**src/rtl/axil_xbar_1ton.sv**
```systemverilog
// AXI4-Lite 1-to-N crossbar: decodes equal-size address windows and routes one write and one read at a time.
// Optional watchdog on stalled slaves: define XBAR_TIMEOUT_EN.
module axil_xbar_1ton #(
  parameter int DATA_WIDTH     = 32,
  parameter int ADDR_WIDTH     = 8,
  parameter int NUM_SLAVES     = 4,
  parameter int SLOT_BITS      = 4,
  parameter int TIMEOUT_CYCLES = 64
) (
  input  logic                               axi_aclk,
  input  logic                               axi_areset,
  input  logic [ADDR_WIDTH-1:0]              s_axi_awaddr,
  input  logic                               s_axi_awvalid,
  output logic                               s_axi_awready,
  input  logic [DATA_WIDTH-1:0]              s_axi_wdata,
  input  logic [DATA_WIDTH/8-1:0]            s_axi_wstrb,
  input  logic                               s_axi_wvalid,
  output logic                               s_axi_wready,
  output logic [1:0]                         s_axi_bresp,
  output logic                               s_axi_bvalid,
  input  logic                               s_axi_bready,
  input  logic [ADDR_WIDTH-1:0]              s_axi_araddr,
  input  logic                               s_axi_arvalid,
  output logic                               s_axi_arready,
  output logic [DATA_WIDTH-1:0]              s_axi_rdata,
  output logic [1:0]                         s_axi_rresp,
  output logic                               s_axi_rvalid,
  input  logic                               s_axi_rready,
  output logic [NUM_SLAVES*ADDR_WIDTH-1:0]   m_axi_awaddr,
  output logic [NUM_SLAVES-1:0]              m_axi_awvalid,
  input  logic [NUM_SLAVES-1:0]              m_axi_awready,
  output logic [NUM_SLAVES*DATA_WIDTH-1:0]   m_axi_wdata,
  output logic [NUM_SLAVES*DATA_WIDTH/8-1:0] m_axi_wstrb,
  output logic [NUM_SLAVES-1:0]              m_axi_wvalid,
  input  logic [NUM_SLAVES-1:0]              m_axi_wready,
  input  logic [NUM_SLAVES*2-1:0]            m_axi_bresp,
  input  logic [NUM_SLAVES-1:0]              m_axi_bvalid,
  output logic [NUM_SLAVES-1:0]              m_axi_bready,
  output logic [NUM_SLAVES*ADDR_WIDTH-1:0]   m_axi_araddr,
  output logic [NUM_SLAVES-1:0]              m_axi_arvalid,
  input  logic [NUM_SLAVES-1:0]              m_axi_arready,
  input  logic [NUM_SLAVES*DATA_WIDTH-1:0]   m_axi_rdata,
  input  logic [NUM_SLAVES*2-1:0]            m_axi_rresp,
  input  logic [NUM_SLAVES-1:0]              m_axi_rvalid,
  output logic [NUM_SLAVES-1:0]              m_axi_rready
);

  localparam int STRB_WIDTH = DATA_WIDTH / 8;
  localparam int SEL_W      = (NUM_SLAVES > 1) ? $clog2(NUM_SLAVES) : 1;
  localparam int RESP_W     = 2;
  localparam logic [NUM_SLAVES-1:0] ONE = NUM_SLAVES'(1'b1);

  localparam logic [2:0] W_IDLE = 3'd0, W_ADDR = 3'd1, W_ISSUE = 3'd2, W_WAIT = 3'd3, W_RESP = 3'd4;
  localparam logic [2:0] R_IDLE = 3'd0, R_ADDR = 3'd1, R_ISSUE = 3'd2, R_WAIT = 3'd3, R_RESP = 3'd4;

  if (NUM_SLAVES < 1 || NUM_SLAVES > 16 || TIMEOUT_CYCLES < 1) begin : g_bad_cfg
    $error("axil_xbar_1ton: unsupported parameter set");
  end

  logic [2:0]            wr_state, rd_state;
  logic                  aw_seen, w_seen;
  logic [ADDR_WIDTH-1:0] wr_addr, rd_addr, wr_slot, rd_slot;
  logic [DATA_WIDTH-1:0] wr_data;
  logic [STRB_WIDTH-1:0] wr_strb;
  logic [SEL_W-1:0]      wr_sel, rd_sel, wr_dec, rd_dec;
  logic [NUM_SLAVES-1:0] wr_mask, rd_mask, wr_dec_mask, rd_dec_mask;
  logic [NUM_SLAVES-1:0] wr_bready, rd_rready;
  logic                  wr_hit, rd_hit, aw_take, w_take, wr_aw_done, wr_w_done;
  logic                  wr_expire, rd_expire, wr_blocked, rd_blocked;

  assign wr_slot     = wr_addr >> SLOT_BITS;
  assign rd_slot     = rd_addr >> SLOT_BITS;
  assign wr_hit      = (wr_slot < ADDR_WIDTH'(NUM_SLAVES));
  assign rd_hit      = (rd_slot < ADDR_WIDTH'(NUM_SLAVES));
  assign wr_dec      = wr_slot[SEL_W-1:0];
  assign rd_dec      = rd_slot[SEL_W-1:0];
  assign wr_dec_mask = ONE << wr_dec;
  assign rd_dec_mask = ONE << rd_dec;
  assign wr_mask     = ONE << wr_sel;
  assign rd_mask     = ONE << rd_sel;
  assign aw_take     = aw_seen || (s_axi_awready && s_axi_awvalid);
  assign w_take      = w_seen || (s_axi_wready && s_axi_wvalid);
  assign wr_aw_done  = !m_axi_awvalid[wr_sel] || m_axi_awready[wr_sel];
  assign wr_w_done   = !m_axi_wvalid[wr_sel] || m_axi_wready[wr_sel];

`ifdef XBAR_TIMEOUT_EN
  localparam int CNT_W = $clog2(TIMEOUT_CYCLES + 1);
  logic [CNT_W-1:0]      wr_cnt, rd_cnt;
  logic [NUM_SLAVES-1:0] wr_drain, rd_drain;

  // A slave that answers in the same cycle as the deadline still wins.
  assign wr_expire  = (wr_cnt == CNT_W'(TIMEOUT_CYCLES - 1)) &&
                      ((wr_state == W_ISSUE) || ((wr_state == W_WAIT) && !m_axi_bvalid[wr_sel]));
  assign rd_expire  = (rd_cnt == CNT_W'(TIMEOUT_CYCLES - 1)) &&
                      ((rd_state == R_ISSUE) || ((rd_state == R_WAIT) && !m_axi_rvalid[rd_sel]));
  assign wr_blocked = |(wr_drain & wr_dec_mask);
  assign rd_blocked = |(rd_drain & rd_dec_mask);
  assign m_axi_bready = wr_bready | wr_drain;
  assign m_axi_rready = rd_rready | rd_drain;

  // Watchdog counters and the per-slave "swallow one late response" flags.
  always_ff @(posedge axi_aclk or posedge axi_areset) begin
    if (axi_areset) begin
      wr_cnt   <= '0;
      rd_cnt   <= '0;
      wr_drain <= '0;
      rd_drain <= '0;
    end else begin
      wr_cnt   <= (wr_state == W_ISSUE || wr_state == W_WAIT) ? wr_cnt + CNT_W'(1) : '0;
      rd_cnt   <= (rd_state == R_ISSUE || rd_state == R_WAIT) ? rd_cnt + CNT_W'(1) : '0;
      wr_drain <= (wr_drain & ~m_axi_bvalid) | ({NUM_SLAVES{wr_expire}} & wr_mask);
      rd_drain <= (rd_drain & ~m_axi_rvalid) | ({NUM_SLAVES{rd_expire}} & rd_mask);
    end
  end
`else
  assign wr_expire    = 1'b0;
  assign rd_expire    = 1'b0;
  assign wr_blocked   = 1'b0;
  assign rd_blocked   = 1'b0;
  assign m_axi_bready = wr_bready;
  assign m_axi_rready = rd_rready;
`endif

  // Write path: collect AW and W, forward to the decoded slave, return its response.
  always_ff @(posedge axi_aclk or posedge axi_areset) begin
    if (axi_areset) begin
      wr_state      <= W_IDLE;
      aw_seen       <= 1'b0;
      w_seen        <= 1'b0;
      wr_addr       <= '0;
      wr_data       <= '0;
      wr_strb       <= '0;
      wr_sel        <= '0;
      wr_bready     <= '0;
      s_axi_awready <= 1'b0;
      s_axi_wready  <= 1'b0;
      s_axi_bvalid  <= 1'b0;
      s_axi_bresp   <= 2'b00;
      m_axi_awaddr  <= '0;
      m_axi_awvalid <= '0;
      m_axi_wdata   <= '0;
      m_axi_wstrb   <= '0;
      m_axi_wvalid  <= '0;
    end else begin
      case (wr_state)
        W_IDLE: begin
          if (s_axi_awready && s_axi_awvalid) begin
            wr_addr       <= s_axi_awaddr;
            aw_seen       <= 1'b1;
            s_axi_awready <= 1'b0;
          end else begin
            s_axi_awready <= !aw_seen;
          end
          if (s_axi_wready && s_axi_wvalid) begin
            wr_data      <= s_axi_wdata;
            wr_strb      <= s_axi_wstrb;
            w_seen       <= 1'b1;
            s_axi_wready <= 1'b0;
          end else begin
            s_axi_wready <= !w_seen;
          end
          if (aw_take && w_take) wr_state <= W_ADDR;
        end
        W_ADDR: begin
          wr_sel <= wr_dec;
          if (!wr_hit) begin
            s_axi_bresp  <= 2'b11;
            s_axi_bvalid <= 1'b1;
            wr_state     <= W_RESP;
          end else if (!wr_blocked) begin
            m_axi_awaddr[wr_dec*ADDR_WIDTH +: ADDR_WIDTH] <= wr_addr;
            m_axi_wdata[wr_dec*DATA_WIDTH +: DATA_WIDTH]  <= wr_data;
            m_axi_wstrb[wr_dec*STRB_WIDTH +: STRB_WIDTH]  <= wr_strb;
            m_axi_awvalid <= wr_dec_mask;
            m_axi_wvalid  <= wr_dec_mask;
            wr_state      <= W_ISSUE;
          end
        end
        W_ISSUE: begin
          if (wr_expire) begin
            m_axi_awvalid <= '0;
            m_axi_wvalid  <= '0;
            s_axi_bresp   <= 2'b10;
            s_axi_bvalid  <= 1'b1;
            wr_state      <= W_RESP;
          end else begin
            if (m_axi_awready[wr_sel]) m_axi_awvalid <= '0;
            if (m_axi_wready[wr_sel]) m_axi_wvalid <= '0;
            if (wr_aw_done && wr_w_done) begin
              wr_bready <= wr_mask;
              wr_state  <= W_WAIT;
            end
          end
        end
        W_WAIT: begin
          if (m_axi_bvalid[wr_sel]) begin
            s_axi_bresp  <= m_axi_bresp[wr_sel*RESP_W +: RESP_W];
            s_axi_bvalid <= 1'b1;
            wr_bready    <= '0;
            wr_state     <= W_RESP;
          end else if (wr_expire) begin
            s_axi_bresp  <= 2'b10;
            s_axi_bvalid <= 1'b1;
            wr_bready    <= '0;
            wr_state     <= W_RESP;
          end
        end
        W_RESP: begin
          if (s_axi_bready) begin
            s_axi_bvalid  <= 1'b0;
            aw_seen       <= 1'b0;
            w_seen        <= 1'b0;
            s_axi_awready <= 1'b1;
            s_axi_wready  <= 1'b1;
            wr_state      <= W_IDLE;
          end
        end
        default: wr_state <= W_IDLE;
      endcase
    end
  end

  // Read path: same shape as the write path with a single address channel.
  always_ff @(posedge axi_aclk or posedge axi_areset) begin
    if (axi_areset) begin
      rd_state      <= R_IDLE;
      rd_addr       <= '0;
      rd_sel        <= '0;
      rd_rready     <= '0;
      s_axi_arready <= 1'b0;
      s_axi_rvalid  <= 1'b0;
      s_axi_rresp   <= 2'b00;
      s_axi_rdata   <= '0;
      m_axi_araddr  <= '0;
      m_axi_arvalid <= '0;
    end else begin
      case (rd_state)
        R_IDLE: begin
          if (s_axi_arready && s_axi_arvalid) begin
            rd_addr       <= s_axi_araddr;
            s_axi_arready <= 1'b0;
            rd_state      <= R_ADDR;
          end else begin
            s_axi_arready <= 1'b1;
          end
        end
        R_ADDR: begin
          rd_sel <= rd_dec;
          if (!rd_hit) begin
            s_axi_rresp  <= 2'b11;
            s_axi_rdata  <= '0;
            s_axi_rvalid <= 1'b1;
            rd_state     <= R_RESP;
          end else if (!rd_blocked) begin
            m_axi_araddr[rd_dec*ADDR_WIDTH +: ADDR_WIDTH] <= rd_addr;
            m_axi_arvalid <= rd_dec_mask;
            rd_state      <= R_ISSUE;
          end
        end
        R_ISSUE: begin
          if (rd_expire) begin
            m_axi_arvalid <= '0;
            s_axi_rresp   <= 2'b10;
            s_axi_rdata   <= '0;
            s_axi_rvalid  <= 1'b1;
            rd_state      <= R_RESP;
          end else if (m_axi_arready[rd_sel]) begin
            m_axi_arvalid <= '0;
            rd_rready     <= rd_mask;
            rd_state      <= R_WAIT;
          end
        end
        R_WAIT: begin
          if (m_axi_rvalid[rd_sel]) begin
            s_axi_rdata  <= m_axi_rdata[rd_sel*DATA_WIDTH +: DATA_WIDTH];
            s_axi_rresp  <= m_axi_rresp[rd_sel*RESP_W +: RESP_W];
            s_axi_rvalid <= 1'b1;
            rd_rready    <= '0;
            rd_state     <= R_RESP;
          end else if (rd_expire) begin
            s_axi_rdata  <= '0;
            s_axi_rresp  <= 2'b10;
            s_axi_rvalid <= 1'b1;
            rd_rready    <= '0;
            rd_state     <= R_RESP;
          end
        end
        R_RESP: begin
          if (s_axi_rready) begin
            s_axi_rvalid  <= 1'b0;
            s_axi_arready <= 1'b1;
            rd_state      <= R_IDLE;
          end
        end
        default: rd_state <= R_IDLE;
      endcase
    end
  end

endmodule

```
**config.mk**
```make
export PLATFORM = sky130hd
export DESIGN_NAME = axil_xbar_1ton
export DESIGN_NICKNAME = d
export VERILOG_FILES = /design/src/rtl/axil_xbar_1ton.sv
export SDC_FILE = /design/constraint.sdc
export NUM_CORES = 1
export LEC_CHECK = 0
export CAP_MARGIN = 10
export CORE_MARGIN = 4
export CORE_UTILIZATION = 41
export DETAILED_ROUTE_END_ITERATION = 6
export GPL_TIMING_DRIVEN = 0
export MAX_ROUTING_LAYER = met4
export PLACE_DENSITY = 0.76
export SLEW_MARGIN = 20
export SYNTH_ARGS = -nofsm -noshare
export SYNTH_HDL_FRONTEND = slang
export SYNTH_SLANG_ARGS = --single-unit
export TNS_END_PERCENT = 100
```
**constraint.sdc**
```tcl
create_clock -name axi_aclk -period 11.2 [get_ports axi_aclk]
set_input_delay 1.68 -clock axi_aclk [delete_from_list [all_inputs] [get_ports axi_aclk]]
set_output_delay 1.68 -clock axi_aclk [all_outputs]
set_load 0.01 [all_outputs]
```
## Word level (Yosys, flattened, before mapping)

Index checks and enable logic that the tools add are counted.

| cells by class | value |
|---|---|
| add/sub/neg operators | 4 |
| $lt $le $gt $ge | 4 |
| eq/ne operators | 24 |
| shift operators | 15 |
| multiplexer cells | 73 |
| reductions and logical operators | 45 |

Operators by type and width:

| kind | count |
|---|---|
| $bwmux W128 | 1 |
| $shift A32 B34 Y128 const A | 1 |
| $shiftx A128 B8 Y32 | 1 |
| $shiftx A32 B34 Y128 | 1 |
| $neg A5 Y34 | 2 |
| $shift A8 B34 Y32 const A | 2 |
| $shiftx A8 B34 Y32 | 2 |
| $bwmux W32 | 2 |
| $mux W32 | 2 |
| $pmux W32 S2 | 1 |
| $pmux W4 S2 | 5 |
| $mux W4 | 9 |
| $neg A4 Y34 | 1 |
| $neg A7 Y34 | 1 |
| $shift A4 B34 Y16 const A | 1 |
| $shiftx A4 B34 Y16 | 1 |
| $ne A2 B2 Y1 const B | 16 |
| $mux W3 | 10 |
| $pmux W3 S5 | 2 |
| $reduce_and A3 Y1 | 9 |
| $mux W1 | 20 |
| $bwmux W16 | 1 |
| $reduce_and A4 Y1 | 4 |
| $reduce_bool A2 Y1 | 8 |
| 18 further kinds | 62 |

| word-level totals | value |
|---|---|
| register bits after elaboration | 333 |
| bits of input ports | 223 |
| output and inout port bits | 269 |
| logic and storage cells | 192 |

## Longest topological paths before layout

| logic depth | value |
|---|---|
| word-level depth | 7 |
| mapped depth | 8 |

## Least setup slack after synthesis

No wires, ideal clock.

| timing path | value |
|---|---|
| path type | input port to flip-flop |
| start | input m_axi_rvalid[3] |
| end | register rd_state[2] |
| arrival time | 2.777 ns |
| required time | 11.070 ns |
| slack | 8.293 ns |
| cell stages on the path | 6 |
| path buffers | 2 |
| cells stage by stage | mux4_2 > nor2b_1 > or3_1 > buf_2 > buf_2 > o21ai_0 |

| between the ends | value |
|---|---|
| longest elaborated chain between the ends | 4 |

Ends and longest elaborated chain:

| what | line | source |
|---|---|---|
| start: declaration | 44 | `input logic [NUM_SLAVES-1:0] m_axi_rvalid,` |
| $bmux W1 S2 | 274 | `if (m_axi_rvalid[rd_sel]) begin` |
| $mux W1 (implied by the code) | 274 |  |
| $ne A2 B2 Y1 (no line) | -- |  |
| $reduce_and A4 Y1 (no line) | -- |  |
| end signal: assignment | 270 | `rd_state <= R_WAIT;` |
| end signal: assignment | 279 | `rd_state <= R_RESP;` |
| end signal: assignment | 285 | `rd_state <= R_RESP;` |
| end: declaration | 60 | `logic [2:0] wr_state, rd_state;` |

Every way passes these cells. The select of a mux whose other input is x is not followed.
A chain may end at the register's enable or synchronous reset.

## Final worst setup path

| timing path | value |
|---|---|
| start | register m_axi_awaddr[29] |
| end | output m_axi_awaddr[29] |

RTL lines:

| what | line | source |
|---|---|---|
| start: declaration | 29 | `output logic [NUM_SLAVES*ADDR_WIDTH-1:0] m_axi_awaddr,` |
| start signal: indexed assignment | 171 | `m_axi_awaddr[wr_dec*ADDR_WIDTH +: ADDR_WIDTH] <= wr_addr;` |

No word-level cell between the ends.

==> metrics.txt <==
Sw Pwr=2.02 mW; crit path kind=reg -> out; average size of a mapped cell=10.5 sq um; post-route ant nets=0; Min-Delay Path Class=reg -> reg; Seq pwr share=37.3%; final wirelength=50500 um; area occupied by multi-input gates=0.00539 sq mm; maximum clock rate=305 MHz; final instance area=0.0208 sq mm; Worst Hold Launch=s_axi_rdata[9]; ys async rst share=100%; Overall Global Routing Usage=26.7%; initial antenna violation count=9; worst-skew pair later-pin latency=0.52 ns; num rows=67; Primary FF master, synth=dfrtp_1; Logic pwr share=41.8%; Rel. slew slack=26.6%; layout net count=2118; clock slew at reported path FFs=0.06 ns; # IOs=492; Synth Area in Compound Gates=9.82%; Worst VDD drop=0.000145 V; Warnings, synthesis=0; vias in the first global route=12900; die area=0.0375 sq mm; DP Area=0.0197 sq mm; WHS Endpoint=s_axi_rdata[9]; Pint=3.46 mW; Placer Congestion=0.936; CTS Buffer Depth=3; Syn Nets=1586; WHS Path Cells=2; global-route wire length before repair=76000 um; vias=12300; WHS=0.480 ns; Worst R2R End=m_axi_wdata[90]; worst r2r src=wr_addr[4]; Max Cap Viol=0; Unique masters post-synth=38; hold buffers post-CTS=0; Post-CTS Setup Repair Bufs=0; simple logic cell fraction of the synthesized area=15.4%; switching share of power=36.9%; mux cell area share after synthesis=11.6%; CTS Buf Count=36; routed len/inst=21.4 um; CP Capture Type=output pin; Pleak=8.55 nW; Critical Path Start Type=flop; Mapped Cells=1347; Worst Max-Slew Pin Slew=1.10 ns; setup_tns=0 ns; Tmin final=3.28 ns; Max H-tree Level=2; final hold vios=0; crit path DAT=1.60 ns; CP Max Fanout=3; initial DRC count=673; die height=194 um; Clock power frac=20.9%; count leader, synth=nand2_1; final setup fails=0; Worst Skew=0.0197 ns; CP required=9.52 ns; Area Growth Syn to Fin=47.6%; CTS tree=built; combinational family with the most area after synthesis=simple AND/OR/NAND/NOR gates; reg2reg path depth=6; Synth top area share=58.6%; PostCTS Resize Cnt=0; cell taking the most area after synthesis=dfrtp_1; Cell Area, Synth=0.0141 sq mm; Worst Setup SP=m_axi_awaddr[29]; fin crit share=29.3%; RSZ-0062 raised after global routing=no; post-synthesis sequential area ratio=58.6%; area of the core=0.0338 sq mm; Post-synth EDFFs=0; leading cell types by count after synthesis=nand2_1 (449), dfrtp_1 (331), o21ai_1 (170); dominant cells by area after synthesis=dfrtp_1 (59%), nand2_1 (12%), mux4_2 (6.9%), o21ai_1 (6.0%), mux2_2 (4.4%); outcome=complete, no violations; layout cell share with drive strength beyond 1=10.6%; flops & latches, synth=331; Slew Viols, Final=0; port bufs=491; Avg Vias per Cell=5.22; Pwr Total=5.49 mW; clock sink count=331; Post-Synth Adder-Cell Area=1.42%; Initial Util=41.8%; Filler cells=2702; # DRC=0; total gr overflow=0; die width=194 um; Root Buffer=clkbuf_16; first-pass detailed-route iteration total=5; xor/xnor share of the synthesized area=0%; P per Cell Area=263 mW/mm^2; R2R setup slack=8.20 ns; largest net degree at the start of global routing=111; DP HPWL=39100 um; storage element area=0.00828 sq mm
through the flow:
stage               worst slack, ns  std cells  utilization, %
floorplan                     0.352       1347               -
finish                         7.92       2358            61.7
global placement              -3.38       2286            58.0
global route                   7.91       2358            61.7
CTS                            7.91       2350            61.6
detailed placement             7.57       2289            58.3
worst max-delay path, cell delays in order (launching register included):
cell and delay (ns):
dfrtp_1 0.40, buf_4 0.13, clkdlybuf4s50_1 0.55
layout by cell type, fill, tap and decap left out, types with 2 or more instances in the layout:
master / instances
clkbuf_8: 4
nand2b_1: 5
inv_1: 11
buf_16: 3
clkdlybuf4s50_1: 491
and3_1: 3
diode_2: 8
nand4_1: 3
mux2_2: 55
and2_1: 24
a21o_1: 4
nor3b_2: 2
nor2b_1: 6
buf_1: 2
a21oi_1: 8
buf_4: 3
clkbuf_1: 56
mux2_1: 3
clkinv_2: 8
dfrtp_1: 331
clkbuf_16: 38
a22o_1: 11
o21ai_0: 65
nor3b_1: 4
ha_1: 16
nand2_1: 449
mux4_2: 43
nor2_1: 13
o41ai_1: 2
nand3_1: 6
nand3b_1: 2
nor3_1: 9
buf_2: 38
o21ai_1: 170
metal layers:
metal  share of wire (%)  track usage, %
met5                   0               -
met2                  53            48.0
met3                 6.4            4.68
met1                  36            28.7
met4                 5.1            12.6
how the worst max path moves through the flow:
stage	slack (ns)	cells past startpoint	endpoint
floorplan	0.35	1	aw_seen
global placement	-3.38	2	m_axi_awaddr[20]
detailed placement	7.57	8	s_axi_rdata[10]
CTS	7.91	2	m_axi_awaddr[29]
global route	7.91	2	m_axi_awaddr[29]
finish	7.92	2	m_axi_awaddr[29]
final cells by class:
class / count / share of cell area (%)
diodes: 8 / 0.0961
plain buffers: 92 / 1.95
clock buffers: 50 / 4.97
clock inverters: 11 / 0.456
inverters: 12 / 0.252
multi-input cells: 912 / 25.9
flip-flops and latches: 331 / 39.7
well taps: 448 / 2.69
repair buffers: 494 / 24.0
power groups by stage:
stage | Sequential, mW | Combinational [mW] | Clock (mW)
finish | 2.05 | 2.30 | 1.15
global route | 2.10 | 2.48 | 1.22
CTS | 2.04 | 2.32 | 1.16
detailed placement | 2.05 | 2.31 | 0
global placement | 2.04 | 2.26 | 0
floorplan | 2.09 | 1.01 | 0
kinds of logic after synthesis:
family / count (synthesis)
AOI/OAI and AO/OA: 263
buffers and inverters: 104
muxes: 102
adders and majority gates: 16
DFF: 331
and+or+nand+nor: 531
flip-flops by register name, indices dropped and copies added (netlist names), 8 cells and up:
| register | cells |
|---|---|
| m_axi_araddr | 31 |
| m_axi_awaddr | 31 |
| m_axi_wdata | 128 |
| m_axi_wstrb | 16 |
| rd_addr | 8 |
| s_axi_rdata | 32 |
| wr_addr | 8 |
| wr_data | 32 |
(Power assumes the default switching activity.)
